===== config.mk =====
export PLATFORM = sky130hd
export DESIGN_NAME = div_iter_3
export DESIGN_NICKNAME = d
export VERILOG_FILES = /design/src/rtl/div_pkg_3.sv /design/src/rtl/div_step_3.sv /design/src/rtl/div_iter_3.sv
export SDC_FILE = /design/constraint.sdc
export NUM_CORES = 1
export LEC_CHECK = 0
export CORE_MARGIN = 1.5
export CORE_UTILIZATION = 25
export CTS_CLUSTER_DIAMETER = 40
export DETAILED_ROUTE_END_ITERATION = 10
export GPL_TIMING_DRIVEN = 1
export HOLD_SLACK_MARGIN = 0.08
export SLEW_MARGIN = 0
export SYNTH_ARGS = -nofsm -noshare
export SYNTH_HDL_FRONTEND = slang
export SYNTH_SLANG_ARGS = --single-unit

===== constraint.sdc =====
create_clock -name clk -period 3.99 [get_ports clk]
set_clock_uncertainty 0.15 [all_clocks]
set_input_delay 0.798 -clock clk [delete_from_list [all_inputs] [get_ports clk]]
set_output_delay 0.798 -clock clk [all_outputs]
set_load 0.01 [all_outputs]

===== src/rtl/div_pkg_3.sv =====
// div_pkg_3: widths, state encoding and constants for the iterative divider
package div_pkg_3;
  localparam int DIVIDEND_W = 16;
  localparam int DIVISOR_W = 8;
  localparam int CNT_W = $clog2(DIVIDEND_W);
  typedef enum logic {IDLE, CALC} state_t;
  localparam logic [DIVIDEND_W-1:0] DIV0_Q = '1;
endpackage


===== src/rtl/div_step_3.sv =====
// div_step_3: one restoring-division step, shift in a bit and conditionally subtract
module div_step_3
  import div_pkg_3::*;
(
  input  logic [DIVISOR_W:0]   r,
  input  logic                 q_in,
  input  logic [DIVISOR_W-1:0] d,
  output logic [DIVISOR_W:0]   r_next,
  output logic                 q_bit
);
  logic [DIVISOR_W+1:0] rs;
  always_comb begin
    rs = {r, q_in};
    q_bit = rs >= {2'b00, d};
    r_next = q_bit ? (DIVISOR_W+1)'(rs - {2'b00, d}) : rs[DIVISOR_W:0];
  end
endmodule


===== src/rtl/div_iter_3.sv =====
// div_iter_3: 16/8 unsigned iterative restoring divider, one quotient bit per clock
module div_iter_3
  import div_pkg_3::*;
(
  input  logic                  clk,
  input  logic                  rst,
  input  logic                  en,
  input  logic [DIVIDEND_W-1:0] dividend,
  input  logic [DIVISOR_W-1:0]  divisor,
  output logic [DIVIDEND_W-1:0] quotient,
  output logic [DIVISOR_W-1:0]  remainder,
  output logic                  result_rdy,
  output logic                  busy,
  output logic                  div_by_zero
);
  state_t state;
  logic [DIVIDEND_W-1:0] q;
  logic [DIVISOR_W-1:0] d;
  logic [DIVISOR_W:0] r, r_next;
  logic [CNT_W-1:0] cnt;
  logic dz, q_bit;
  logic [DIVIDEND_W-1:0] q_next;
  div_step_3 u_step (
    .r      (r),
    .q_in   (q[DIVIDEND_W-1]),
    .d      (d),
    .r_next (r_next),
    .q_bit  (q_bit)
  );
  assign q_next = {q[DIVIDEND_W-2:0], q_bit};
  assign busy = state == CALC;
  always_ff @(posedge clk or posedge rst)
    if (rst) begin
      state <= IDLE;
      q <= '0;
      d <= '0;
      r <= '0;
      cnt <= '0;
      dz <= 1'b0;
      quotient <= '0;
      remainder <= '0;
      result_rdy <= 1'b0;
      div_by_zero <= 1'b0;
    end else begin
      result_rdy <= 1'b0;
      if (state == IDLE) begin
        if (en) begin
          q <= dividend;
          d <= divisor;
          r <= '0;
          cnt <= '0;
          dz <= divisor == '0;
          state <= CALC;
        end
      end else begin
        q <= q_next;
        r <= r_next;
        cnt <= cnt + CNT_W'(1);
        if (cnt == CNT_W'(DIVIDEND_W-1)) begin
          state <= IDLE;
          result_rdy <= 1'b1;
          quotient <= dz ? DIV0_Q : q_next;
          remainder <= dz ? '0 : r_next[DIVISOR_W-1:0];
          div_by_zero <= dz;
        end
      end
    end
endmodule


==> flow_summary.ini <==
[cts]
clock_path_buffers = 2
tritoncts_clock_tree = built
clock_tree.htree_level_count = 3
insertion_delay_ns = 0.33
cts-buffers-inserted = 9
cts-hold-fix-buffers = 0
ctsRootBufferMaster = sky130_fd_sc_hd__clkbuf_16
numClockSinks = 65
cts.reportedPaths.clkPinSlew_ns = 0.05
cts_repair_resize_count = 0
post_cts.repair.setup_buffers = 0

[routing]
finalWirelength_um = 8101
detail_route.first_pass.iterations = 4
routed-via-count = 2718
drtIter0Drc = 156
post_drt_via_cell_ratio = 4.694
drtAntennaViolNets = 0
drt_drc_violations_left = 0
route.detailed.wl_per_inst_um = 13.99

[timing]
fmax_ghz = 0.3719
setup_viol = 0
max_slew_margin_pct = 31.68
fin_setup_tns_ns = 0
final_hold_violating_endpoints = 0
finalHoldWorstSlack_ns = 0.3229
layout_min_cycle_time_ns = 2.689
final-max-slew-violation-count = 0
final_min_period_over_clock_period_pct = 67.39
worst-slew-pin-transition_ns = 1.023
setup_repair_after_global_routing_missed_its_margin = false

[worst_setup_path]
critical_path_peak_fanout = 16
timing.critical_path.slowest_stage_cell = sky130_fd_sc_hd__dfrtp_1
timing.critical_path.buf_inv = 1
series_of_cell_instances_along_the_critical_path = clkdlybuf4s50_1
timing.critical_path.from_type = register
critical-path-top-delay-family = flip-flops
cp.required_ns = 3.04
max_stage_delay_ns = 0.72
worst-setup-path-type = register to output port
endpoint_kind = output port
cp.arrival_ns = 1.74

[global_routing]
largest_net_degree_at_the_start_of_global_routing = 50
grt_pass1_vias = 2816
global_route_total_usage_across_every_layer_pct = 12.04
antenna_found_initial = 0
grt_pass1_wl_um = 13640
grt_overflow_total = 0

[power]
power_total_mw = 4.143
p_per_area_nw_per_um2 = 961.0
vdd_drop_max_mv = 0.3461
p_leak_nw = 1.868

[die]
fp.dieArea_sq_um = 14090
die_w_um = 118.7
die_y_um = 118.7
floorplan.rows = 42
initial_utilization_pct = 25.48
core_sq_um = 13140
ioPinCount = 54

[yosys]
dominant_combinational_cell_family_by_area_after_synthesis = compound AO/OA/AOI/OAI gates
post_synth_xor_area_fraction_pct = 1.308
synth-simple-area-share_pct = 17.76
avgSynthCellArea_sq_um = 9.618
yosys.cell_types.count = 47
synth.ff_latch_count = 65
syn_nets = 385
synthMostInstantiatedCell = sky130_fd_sc_hd__dfrtp_1
synth.top_cells.by_area = sky130_fd_sc_hd__dfrtp_1, sky130_fd_sc_hd__o21ai_0, sky130_fd_sc_hd__nand2_1
synth-edff-count = 0
synth_async_sr_flop_share_pct = 100.0
netlist.area_leader.share_pct = 48.60
synth_fa_ha_area_share_pct = 3.963
synth.cells.most_frequent = sky130_fd_sc_hd__dfrtp_1, sky130_fd_sc_hd__nand2_1, sky130_fd_sc_hd__o21ai_0
synthDominantAreaCellType = sky130_fd_sc_hd__dfrtp_1
area_fraction_in_compound_gates_after_synthesis_pct = 17.76
ys.flop_type = sky130_fd_sc_hd__dfrtp_1
synth.area.mux_share_pct = 5.421
yosys_warnings = 0
synth_seq_area_share_pct = 48.60
synthesis.area_sq_um = 3347
synthesis.instances = 348

[final_layout]
final.fill_count = 1350
share_of_final_layout_standard_cells_stronger_than_drive_strength_1_pct = 8.933
numnets_final = 436
layout.cells.non_filler = 579
multi_input_area_sq_um = 1546
seq_area_sq_um = 1627
antenna-diode-count = 0
area.growth.synth_to_final_pct = 28.82

[placement]
placement.io_buffers = 53
place_congestion = 0.8627
dpl.cell_count = 564
detailedPlacementHpwl_um = 5763

[worst_hold_path]
timing.hold.worst.class = register to register

[flow_run]
max_capacitance_violation_total = 0

[status]
outcome = finished, final reports clean
==> power by group <==
part	switching, mW	internal, mW	total [mW]
clock network	0.275	0.466	0.741
registers	0.283	1.00	1.28
logic	1.20	0.918	2.12
total	1.76	2.38	4.14
==> routing by layer <==
layer  up-vias  share of wire, %  global-route usage, %
met5         -                 0                      0
met4         0               2.1                  5.196
met3        11               3.9                  2.510
met2        61                50                  20.31
met1      1313                44                  14.88
li1       1333                 -                      -
==> per-stage QoR <==
stage | utilization, % | setup slack [ns] | instance area (sq um)
5_1_grt | 32.82 | 1.180 | 4312
2_1_floorplan | - | 1.416 | 3347
3_5_place_dp | 30.67 | 1.345 | 4029
4_1_cts | 32.82 | 1.303 | 4312
6_report | 32.82 | 1.301 | 4312
3_3_place_gp | 30.67 | 1.326 | 4029
==> area by class of cell <==
type                    instances  area share (%)
clock buffers                  13           6.268
multi-input cells             248           35.87
clock inverters                 2          0.2902
flip-flops and latches         65           37.72
well taps                     176           5.107
repair buffers                 59           13.35
inverters                      16           1.393
==> final timing paths <==
path                       slack (ns)  depth (start not counted)            to          from
max                              1.30                          1          busy          busy
min                              0.32                          2  quotient[15]  quotient[15]
max reg2reg                      1.36                          9          r[0]         q[15]
min reg2reg                      0.32                          2  quotient[15]  quotient[15]
max in group asynchronous        2.08                          3  quotient[10]           rst
min in group asynchronous        0.87                          2  remainder[6]           rst
==> kinds of logic (layout without fill, tap and decap cells) <==
| group | Yosys count | count (layout) |
|---|---|---|
| xor gates and xnor gates | 5 | 5 |
| and+or+nand+nor | 128 | 128 |
| adders and majority gates | 10 | 10 |
| muxes | 18 | 18 |
| AOI/OAI and AO/OA | 87 | 87 |
| buffers and inverters | 35 | 90 |
| DFF | 65 | 65 |
==> cells in the final DEF (no fill, tap or decap), types with 6 or more instances in the layout <==
| cell | Yosys | routed |
|---|---|---|
| sky130_fd_sc_hd__dfrtp_1 | 65 | 65 |
| sky130_fd_sc_hd__nand2_1 | 62 | 62 |
| sky130_fd_sc_hd__clkdlybuf4s50_1 | 0 | 53 |
| sky130_fd_sc_hd__o21ai_0 | 48 | 48 |
| sky130_fd_sc_hd__nor2_1 | 26 | 26 |
| sky130_fd_sc_hd__mux2i_1 | 17 | 17 |
| sky130_fd_sc_hd__inv_1 | 16 | 15 |
| sky130_fd_sc_hd__nand4_1 | 12 | 12 |
| sky130_fd_sc_hd__ha_1 | 9 | 9 |
| sky130_fd_sc_hd__clkbuf_16 | 0 | 9 |
| sky130_fd_sc_hd__a21oi_1 | 7 | 7 |
| sky130_fd_sc_hd__nand3_1 | 6 | 6 |
| sky130_fd_sc_hd__o311ai_2 | 6 | 6 |
| sky130_fd_sc_hd__buf_4 | 3 | 6 |
==> registers in the layout (all words and copies together), names as in the netlist <==
name	count
r	9
dz	1
cnt	4
quotient	16
result_rdy	1
div_by_zero	1
busy	1
q	16
remainder	8
d	8
==> worst min-delay path, delay by kind of cell (launching register included) <==
kind,cells,cell delay [ns]
flops,1,0.34
simple gates,1,0.04
compound gates,1,0.05
Power figures use the tool's default switching activity.
